## src/rtl/ps2_pkg.sv

```systemverilog
// Shared constants and FSM state encoding for the PS/2 keyboard receiver.
package ps2_pkg;
  localparam logic [7:0]  SC_EXTENDED = 8'hE0;
  localparam logic [7:0]  SC_BREAK    = 8'hF0;
  localparam int unsigned FRAME_BITS  = 11;

  typedef enum logic [1:0] {IDLE, DATA, PARITY, STOP} rx_state_t;
endpackage

```

## src/rtl/ps2_keyboard_rx_if.sv

```systemverilog
// Key-event handshake: producer holds an event until the consumer pulses key_ack.
interface ps2_keyboard_rx_if;
  logic [7:0] key_code;
  logic       key_release;
  logic       key_extended;
  logic       key_valid;
  logic       key_ack;

  modport master (output key_code, key_release, key_extended, key_valid, input key_ack);
  modport slave  (input key_code, key_release, key_extended, key_valid, output key_ack);
endinterface

```

## src/rtl/ps2_line_filter.sv

```systemverilog
// Synchronises ps2_clk/ps2_data, glitch-filters the clock and flags filtered falling edges
// together with the data level sampled in the same cycle.
module ps2_line_filter #(
  parameter int unsigned SYNC_STAGES = 2,
  parameter int unsigned FILTER_LEN  = 8
) (
  input  logic clk,
  input  logic rst,
  input  logic ps2_clk,
  input  logic ps2_data,
  output logic fall,
  output logic data_bit
);
  localparam int unsigned CW = $clog2(FILTER_LEN + 1);

  logic [SYNC_STAGES-1:0] clk_sync;
  logic [SYNC_STAGES-1:0] data_sync;
  logic                   filt;
  logic [CW-1:0]          cnt;
  logic                   clk_s;
  logic                   data_s;

  assign clk_s  = clk_sync[SYNC_STAGES-1];
  assign data_s = data_sync[SYNC_STAGES-1];

  always_ff @(posedge clk or posedge rst) begin
    if (rst) begin
      clk_sync  <= '1;
      data_sync <= '1;
      filt      <= 1'b1;
      cnt       <= '0;
      fall      <= 1'b0;
      data_bit  <= 1'b1;
    end else begin
      clk_sync  <= {clk_sync[SYNC_STAGES-2:0], ps2_clk};
      data_sync <= {data_sync[SYNC_STAGES-2:0], ps2_data};
      data_bit  <= data_s;
      fall      <= 1'b0;
      // Any sample equal to the current level restarts the run, so short glitches never count.
      if (clk_s == filt) begin
        cnt <= '0;
      end else if (cnt == CW'(FILTER_LEN - 1)) begin
        filt <= clk_s;
        cnt  <= '0;
        fall <= filt;
      end else begin
        cnt <= cnt + CW'(1);
      end
    end
  end
endmodule

```

## src/rtl/ps2_keyboard_rx.sv

```systemverilog
// PS/2 keyboard receiver: frame deserialiser, E0/F0 prefix folding and a
// single-entry event register released by key_ack.
module ps2_keyboard_rx
  import ps2_pkg::*;
#(
  parameter int unsigned SYNC_STAGES    = 2,
  parameter int unsigned FILTER_LEN     = 8,
  parameter int unsigned TIMEOUT_CYCLES = 50000
) (
  input  logic                      clk,
  input  logic                      rst,
  input  logic                      ps2_clk,
  input  logic                      ps2_data,
  ps2_keyboard_rx_if.master         key,
  output logic                      overrun,
  output logic                      err_parity,
  output logic                      err_frame
);
  localparam int unsigned TW = $clog2(TIMEOUT_CYCLES + 1);

  logic          fall;
  logic          data_bit;
  rx_state_t     state, state_n;
  logic [2:0]    bit_cnt, bit_cnt_n;
  logic [7:0]    shift, shift_n;
  logic          par, par_n;
  logic [TW-1:0] tmo, tmo_n;
  logic          frame_err_n, par_err_n, done_n, tmo_err_n;
  logic          byte_done, tmo_err;
  logic          ext_flag, rel_flag;
  logic [7:0]    code_q;
  logic          rel_q, ext_q, valid_q;
  logic          ev;

  ps2_line_filter #(
    .SYNC_STAGES(SYNC_STAGES),
    .FILTER_LEN (FILTER_LEN)
  ) u_filter (
    .clk     (clk),
    .rst     (rst),
    .ps2_clk (ps2_clk),
    .ps2_data(ps2_data),
    .fall    (fall),
    .data_bit(data_bit)
  );

  always_comb begin
    state_n     = state;
    bit_cnt_n   = bit_cnt;
    shift_n     = shift;
    par_n       = par;
    frame_err_n = 1'b0;
    par_err_n   = 1'b0;
    done_n      = 1'b0;
    tmo_err_n   = 1'b0;
    tmo_n       = (fall || state == IDLE) ? '0 : tmo + TW'(1);
    unique case (state)
      IDLE: if (fall) begin
        if (!data_bit) begin
          state_n   = DATA;
          bit_cnt_n = '0;
        end else begin
          frame_err_n = 1'b1;
        end
      end
      DATA: if (fall) begin
        shift_n   = {data_bit, shift[7:1]};
        bit_cnt_n = bit_cnt + 3'd1;
        if (bit_cnt == 3'd7) state_n = PARITY;
      end
      PARITY: if (fall) begin
        par_n   = data_bit;
        state_n = STOP;
      end
      STOP: if (fall) begin
        if (!data_bit)               frame_err_n = 1'b1;
        else if (!(^{shift, par}))   par_err_n   = 1'b1;
        else                         done_n      = 1'b1;
        state_n = IDLE;
      end
    endcase
    if (state != IDLE && !fall && tmo == TW'(TIMEOUT_CYCLES - 1)) begin
      state_n   = IDLE;
      tmo_n     = '0;
      tmo_err_n = 1'b1;
    end
  end

  always_ff @(posedge clk or posedge rst) begin
    if (rst) begin
      state      <= IDLE;
      bit_cnt    <= '0;
      shift      <= '0;
      par        <= 1'b0;
      tmo        <= '0;
      err_frame  <= 1'b0;
      err_parity <= 1'b0;
      byte_done  <= 1'b0;
      tmo_err    <= 1'b0;
    end else begin
      state      <= state_n;
      bit_cnt    <= bit_cnt_n;
      shift      <= shift_n;
      par        <= par_n;
      tmo        <= tmo_n;
      err_frame  <= frame_err_n | tmo_err_n;
      err_parity <= par_err_n;
      byte_done  <= done_n;
      tmo_err    <= tmo_err_n;
    end
  end

  assign ev = byte_done && shift != SC_EXTENDED && shift != SC_BREAK;

  // A timeout abandons only the partial byte; prefixes already received stay pending.
  always_ff @(posedge clk or posedge rst) begin
    if (rst) begin
      ext_flag <= 1'b0;
      rel_flag <= 1'b0;
    end else if ((err_frame && !tmo_err) || err_parity) begin
      ext_flag <= 1'b0;
      rel_flag <= 1'b0;
    end else if (byte_done) begin
      if (shift == SC_EXTENDED)   ext_flag <= 1'b1;
      else if (shift == SC_BREAK) rel_flag <= 1'b1;
      else begin
        ext_flag <= 1'b0;
        rel_flag <= 1'b0;
      end
    end
  end

  always_ff @(posedge clk or posedge rst) begin
    if (rst) begin
      code_q  <= '0;
      rel_q   <= 1'b0;
      ext_q   <= 1'b0;
      valid_q <= 1'b0;
      overrun <= 1'b0;
    end else begin
      overrun <= 1'b0;
      if (ev) begin
        if (!valid_q || key.key_ack) begin
          code_q  <= shift;
          rel_q   <= rel_flag;
          ext_q   <= ext_flag;
          valid_q <= 1'b1;
        end else begin
          overrun <= 1'b1;
        end
      end else if (key.key_ack) begin
        valid_q <= 1'b0;
      end
    end
  end

  assign key.key_code     = code_q;
  assign key.key_release  = rel_q;
  assign key.key_extended = ext_q;
  assign key.key_valid    = valid_q;
endmodule

```

## src/flat_wrapper.sv

```systemverilog
// flat-port wrapper written by rule: the top's interface ports become plain ports
module ps2_keyboard_rx_flat import ps2_pkg::*;
#(
  parameter int unsigned SYNC_STAGES    = 2,
  parameter int unsigned FILTER_LEN     = 8,
  parameter int unsigned TIMEOUT_CYCLES = 50000
)
  (clk, rst, ps2_clk, ps2_data, overrun, err_parity, err_frame, key_key_code, key_key_release, key_key_extended, key_key_valid, key_key_ack);
  ps2_keyboard_rx_if key_i ();
  input  logic clk;
  input  logic rst;
  input  logic ps2_clk;
  input  logic ps2_data;
  output logic overrun;
  output logic err_parity;
  output logic err_frame;
  output wire logic [$bits(key_i.key_code)-1:0] key_key_code;
  output wire logic [$bits(key_i.key_release)-1:0] key_key_release;
  output wire logic [$bits(key_i.key_extended)-1:0] key_key_extended;
  output wire logic [$bits(key_i.key_valid)-1:0] key_key_valid;
  input wire logic [$bits(key_i.key_ack)-1:0] key_key_ack;
  assign key_key_code = key_i.key_code;
  assign key_key_release = key_i.key_release;
  assign key_key_extended = key_i.key_extended;
  assign key_key_valid = key_i.key_valid;
  assign key_i.key_ack = key_key_ack;
  ps2_keyboard_rx #(.SYNC_STAGES(SYNC_STAGES), .FILTER_LEN(FILTER_LEN), .TIMEOUT_CYCLES(TIMEOUT_CYCLES)) u_core (.clk(clk), .rst(rst), .ps2_clk(ps2_clk), .ps2_data(ps2_data), .key(key_i), .overrun(overrun), .err_parity(err_parity), .err_frame(err_frame));
endmodule
```

## config.mk

```make
export PLATFORM = sky130hd
export DESIGN_NAME = ps2_keyboard_rx_flat
export DESIGN_NICKNAME = d
export VERILOG_FILES = /design/src/rtl/ps2_pkg.sv /design/src/rtl/ps2_keyboard_rx_if.sv /design/src/rtl/ps2_line_filter.sv /design/src/rtl/ps2_keyboard_rx.sv /design/src/flat_wrapper.sv
export SDC_FILE = /design/constraint.sdc
export NUM_CORES = 1
export LEC_CHECK = 0
export CAP_MARGIN = 15
export CORE_UTILIZATION = 52
export CTS_BUF_LIST = sky130_fd_sc_hd__clkbuf_16
export CTS_CLUSTER_SIZE = 24
export DETAILED_ROUTE_END_ITERATION = 16
export GPL_TIMING_DRIVEN = 0
export PLACE_DENSITY = 0.84
export SETUP_SLACK_MARGIN = 0.5
export SYNTH_ARGS = -nofsm -noshare
export SYNTH_HDL_FRONTEND = slang
export SYNTH_SLANG_ARGS = --single-unit
```

## constraint.sdc

```tcl
create_clock -name clk -period 2.25 [get_ports clk]
set_clock_uncertainty 0.2 [all_clocks]
set_input_delay 0.675 -clock clk [delete_from_list [all_inputs] [get_ports clk]]
set_output_delay 0.675 -clock clk [all_outputs]
set_load 0.02 [all_outputs]
```

**Word level (Yosys, flattened, before mapping)**

Index checks and enable logic that the tools add are counted.

- Flip-flop bits (word level): 59
- Input port bits: 5
- Word-level logic and storage cells: 121

- Add/sub/neg operators: 3
- Equality and inequality tests: 23
- Mux-type cells: 45
- Bitwise operators: 2
- Reduce and logical (&&, ||, !) cells: 26

Operators with widths:

| operator | number |
|---|---|
| two-way mux 16 bit | 2 |
| two-way mux 1 bit | 28 |
| adder 16 x 1 -> 16 bit (second input constant) | 1 |
| == test 16 bit (second input constant) | 1 |
| == test 8 bit (second input constant) | 2 |
| != test 8 bit (second input constant) | 2 |
| two-way mux 2 bit | 7 |
| AND reduction 2 bit | 7 |
| two-way mux 3 bit | 3 |
| != test 3 x 2 -> 1 bit (second input constant) | 3 |
| XOR reduction 9 bit | 1 |
| two-way mux 4 bit | 2 |
| != test 2 bit (second input constant) | 4 |
| case mux 2 bit (4 select lines) | 1 |
| nonzero test 2 bit | 4 |
| != test 3 x 1 -> 1 bit (second input constant) | 2 |
| != test 3 bit (second input constant) | 2 |
| case mux 3 bit (2 select lines) | 1 |
| AND reduction 6 bit | 1 |
| logical AND 1 bit | 5 |
| adder 4 x 1 -> 4 bit (second input constant) | 1 |
| == test 2 bit (second input constant) | 2 |
| == test 4 x 3 -> 1 bit (second input constant) | 1 |
| AND reduction 4 bit | 1 |
| other kinds (11) | 15 |

**Depth between registers and ports, before layout**

- Depth in word-level cells: 5
- Gate-level depth with buffers: 8
- Gate-level depth less buffers: 7

**Hierarchy**

Synthesis repeated with hierarchy kept, for this count alone.

- Cell total of the unflattened synthesis: 224
- Area total of the unflattened synthesis: 2691.3 µm²

By module, submodules not included:

| module | times used | cells each | area an instance (µm²) | sequential area each (µm²) |
|---|---|---|---|---|
| ps2_keyboard_rx | 1 | 199 | 2297.2 | 1201.2 |
| ps2_line_filter | 1 | 25 | 394.1 | 282.8 |

**Least setup slack after synthesis**

No wires, ideal clock.

- Kind: flip-flop to flip-flop
- Start point: register u_core.state[0]
- End point: register u_core.state[1]
- Setup time: 131 ps
- Arrival: 1561 ps
- Slack: 358 ps
- Stages on the path, launching flop included: 8
- Buffers on the path: 1
- Clock period less this slack: 1892 ps
- Cells stage by stage: dfrtp_1 inv_1 ha_1 clkbuf_1 or2_2 and4bb_2 nand3b_1 o211ai_1

- Cells in the longest elaborated chain, start to end: 5
- Elaborated cells between the ends (all ways): 16
- Those cells by class: eq/ne (9); mux (2); reduce/logical (5)

Ends and longest elaborated chain:

| element | RTL line | source |
|---|---|---|
| start, declared | ps2_keyboard_rx.sv:23 | `rx_state_t state, state_n;` |
| start signal, assigned | ps2_keyboard_rx.sv:101 | `state <= state_n;` |
| nonzero test 2 bit | ps2_keyboard_rx.sv:82 | `if (state != IDLE && !fall && tmo == TW'(TIMEOUT_CYCLES - 1)) begin` |
| logical AND 1 bit (2 in series) | ps2_keyboard_rx.sv:82 |  |
| != test 3 x 1 -> 1 bit (no line) (tied with other cells) | -- |  |
| AND reduction 6 bit (no line) | -- |  |

Several ways; a longest one is shown, not always the timed one.
A chain may end at the register's enable or synchronous reset.

**Worst setup path after layout**

- Start point: register u_core.state[0]
- End point: register u_core.err_frame

- Cells in the longest elaborated chain, start to end: 5
- Elaborated cells between the ends (all ways): 8
- Those cells by class: eq/ne (1); mux (2); bitwise (1); reduce/logical (4)

Ends and longest elaborated chain:

| element | RTL line | source |
|---|---|---|
| nonzero test 2 bit | ps2_keyboard_rx.sv:82 |  |
| logical AND 1 bit (2 in series) | ps2_keyboard_rx.sv:82 |  |
| two-way mux 1 bit | ps2_keyboard_rx.sv:82 |  |
| named net u_core.tmo_err_n | ps2_keyboard_rx.sv:28 | `logic frame_err_n, par_err_n, done_n, tmo_err_n;` |
| bitwise OR 1 bit | ps2_keyboard_rx.sv:106 | `err_frame <= frame_err_n \| tmo_err_n;` |
| end signal, assigned | ps2_keyboard_rx.sv:106 |  |
| end, declared | ps2_keyboard_rx.sv:17 | `output logic err_frame` |

The timed path passes the listed nets, and every way through them passes these cells.

==> implementation parameters <==
Parameter                              Value

Critical path
  Slowest cell on crit path ... dfrtp_1
  Critical Path Source Type ... register
  Max incr delay on CP ... 0.39 ns
  Worst reg2reg path startpoint ... u_core.state[0]
  Crit Path Max Fanout ... 4
  Arrival time reported for the critical path endpoint ... 1.95 ns
  Kind of critical path ... reg2reg
  Cells along the critical path ... inv_2 -> ha_4 -> buf_8 -> or2_4 -> and4bb_2 -> buf_4 -> buf_6 -> a31o_4
  Largest delay contributor family on the critical path ... simple AND/OR/NAND/NOR gates
  Number of buffers and inverters on the critical path ... 4
  Start point of the critical path ... u_core.state[0]
  Worst endpoint required time ... 2.31 ns
  Type of element capturing the critical path ... register

Floorplanning
  Overall die area ... 0.00542 sq mm
  Initial Util ... 55.4%
  DIE HEIGHT ... 73.6 microns
  Core region area ... 0.00482 sq mm
  Number of cell rows ... 25
  Die width ... 73.6 microns
  Ports placed on the boundary ... 19

Routing
  DRT antenna net count ... 0
  # DRC ... 0
  Final wirelength ... 5.94 mm
  Number of iterations in the first detailed-routing pass ... 4
  Detailed-route via count ... 1965
  Routed via count divided by cell count ... 5.34
  Per-cell routed wire length ... 16.1 microns
  DR iter-0 viols ... 67

Clocking
  TritonCTS clock tree ... done
  Cts hold-fix bufs ... 0
  Number of buffers on the longest clock path ... 2
  Clk_lat worst skew ... 0.32 ns
  CTS H-Tree Depth ... 3
  Clock buffers created by TritonCTS ... 9
  Clock tree root buffer cell ... clkbuf_16
  Sink Count ... 59
  Clock-pin slew on the worst setup and hold paths ... 0.05 ns

GRT
  Total Routing Usage GR ... 22.5%
  Overflow left after global routing ... 0
  Global-route wire length before repair ... 8.87 mm
  Number of global-route vias before repair ... 1913
  Largest net degree at the start of global routing ... 31
  Number of antenna violations at the first check in global routing ... 0

Timing
  PnR worst setup slack ... 0.363 ns
  Worst slew margin relative to its limit ... 56.1%
  Final hold violation count ... 0
  Setup repair after global routing missed its margin ... true
  Setup violation total in the final timing report ... 0
  Highest Clock Rate ... 530 MHz
  Slew at the pin closest to its max-slew limit ... 0.655 ns
  Final sum of negative setup slack ... 0 ns
  Final hold slack ... 0.153 ns
  Fin crit share ... 83.9%
  Post-layout min period ... 1.89 ns
  Final max-slew violation count ... 0

Power and ir drop
  Internal cell power ... 2.40 mW
  Power density over the cells ... 913 mW/mm^2
  VDD IR-drop max ... 1160 uV
  Clock group share of total power ... 38.6%
  Total Power Consumption ... 3.35 mW
  Combinational Power Share ... 24.2%
  Switching power share of the total ... 28.3%
  Seq pwr share ... 37.1%
  Leakage ... 1.80 nW
  Switching Power ... 0.947 mW

Logic synthesis
  Post-Synthesis Net Count ... 240
  Flops & latches, synth ... 59
  Sequential area share after synthesis ... 55.6%
  Number of unique standard cell types used by synthesis ... 34
  Yosys warning count ... 0
  Number of instances in the synthesized netlist ... 227
  Cell Area, Synth ... 0.00267 sq mm
  Synthesized area per cell ... 11.8 sq um

Finish
  Most used cells in the layout excluding fill and tap cells ... 49 x dfrtp_1, 42 x buf_4, 24 x nor2_1
  Count of non-filler cells in the finished layout ... 368
  Share of cells above drive strength 1 ... 40.9%
  Relative area change from synthesis to final layout ... 37.4%
  Fill cell instance count of the final layout ... 320
  Inserted Diodes ... 0
  Reg area ... 0.00149 sq mm
  Final Instance Area ... 0.00367 sq mm
  Nets@finish ... 309
  Total area of multi-input combinational cells ... 0.00125 sq mm
  Final standard cell utilization of the core ... 76.1%
  Most common library cell in the layout ignoring fill and taps ... dfrtp_1

Place
  Number of placed instances with taps included ... 313
  Port buffer count ... 18
  Post-Place Worst Slack ... 0.00962 ns
  Instance area at placement ... 0.00297 sq mm
  Sum of net half-perimeters after detailed placement ... 2.99 mm
  Gp weighted congestion ... 0.778

Status
  Status ... complete, no violations

Run
  Number of violations of the max-capacitance limit ... 0

Min path
  Classification of the worst-slack hold path ... reg2reg
  Hold Path Origin ... u_core.u_filter.data_sync[1]
[cell usage after synthesis, drive strengths merged]
master	instances	area share [%]
a211oi	1	0.28
a21oi	6	1.1
a31o	1	0.33
a31oi	2	0.47
a32oi	2	0.66
and3	6	1.4
and4	3	0.98
and4bb	1	0.47
buf	2	0.61
clkbuf	4	0.56
dfrtp	53	50
dfstp	6	5.9
ha	8	3.8
inv	6	0.84
mux2	20	9.8
nand2	20	2.8
nand2b	2	0.47
nand3	6	1.1
nand3b	2	0.56
nand4	2	0.47
nor2	25	3.5
nor2b	7	1.6
nor3	6	1.1
nor3b	3	0.84
nor4b	1	0.33
o211ai	1	0.28
o21ai	3	0.56
o41ai	1	0.61
or2	1	0.23
or2b	1	0.28
xnor2	14	4.6
xor2	11	3.6
[kinds of logic after synthesis]
kind of cell,share of synthesized area (%)
xor+xnor,8.20
buf+inv,2.02
simple gates,16.3
mux,9.85
fa+ha+maj,3.75
flops,55.6
compound gates,4.31
[metal layers]
metal / global-route usage [%] / share of wire (%) / up-vias
met4: 11.8 / 3.3 / 0
met1: 25.2 / 39 / 969
met2: 37.5 / 53 / 67
li1: - / - / 908
met3: 8.23 / 4.4 / 21
met5: 0 / 0 / -
[worst register-to-register path, stage by stage (launching register included)]
cell	delay, ns
dfrtp_1	0.39
inv_2	0.07
ha_4	0.16
buf_8	0.12
or2_4	0.23
and4bb_2	0.35
buf_4	0.13
buf_6	0.09
a31o_4	0.08
[power by group through the flow]
stage / clock network [mW] / registers, mW / logic [mW]
finish: 1.29 / 1.24 / 0.811
global route: 1.35 / 1.25 / 0.901
CTS: 1.30 / 1.23 / 0.673
detailed placement: 0 / 1.25 / 0.510
global placement: 0 / 1.25 / 0.483
floorplan: 0 / 1.23 / 0.402
[registers in the layout (all words and copies together), names as in the netlist, 2 cells and up]
name	count
u_core.state	2
u_core.tmo	16
u_core.u_filter.cnt	4
u_core.key.key_code	8
u_core.u_filter.clk_sync	2
u_core.u_filter.data_sync	2
u_core.shift	8
u_core.bit_cnt	3
[final cells by class]
cell class | instances | share of cell area (%)
multi-input combinational | 156 | 34.0
timing repair inverter | 1 | 0.137
clock buffer | 9 | 6.14
tap | 67 | 2.29
buffer | 6 | 1.50
inverter | 6 | 0.717
clock inverter | 7 | 1.60
timing repair buffer | 57 | 13.0
sequential | 59 | 40.6
[what timing repair did]
action,CTS,global route
pin swaps,4,10
cloned,1,1
setup endpoints to repair,46,50
gates resized for setup,71,41
endpoints found under the hold margin,0,0
setup buffers,14,23
[worst paths after layout]
path                                       endpoint  slack [ns]  cells after the start
max                                u_core.err_frame        0.36                      8
min                        u_core.u_filter.data_bit        0.15                      0
max reg2reg                        u_core.err_frame        0.36                      8
min reg2reg                u_core.u_filter.data_bit        0.15                      0
max in group asynchronous      u_core.u_filter.filt        0.72                      3
min in group asynchronous           u_core.shift[3]        0.60                      2
(Power assumes the default switching activity.)
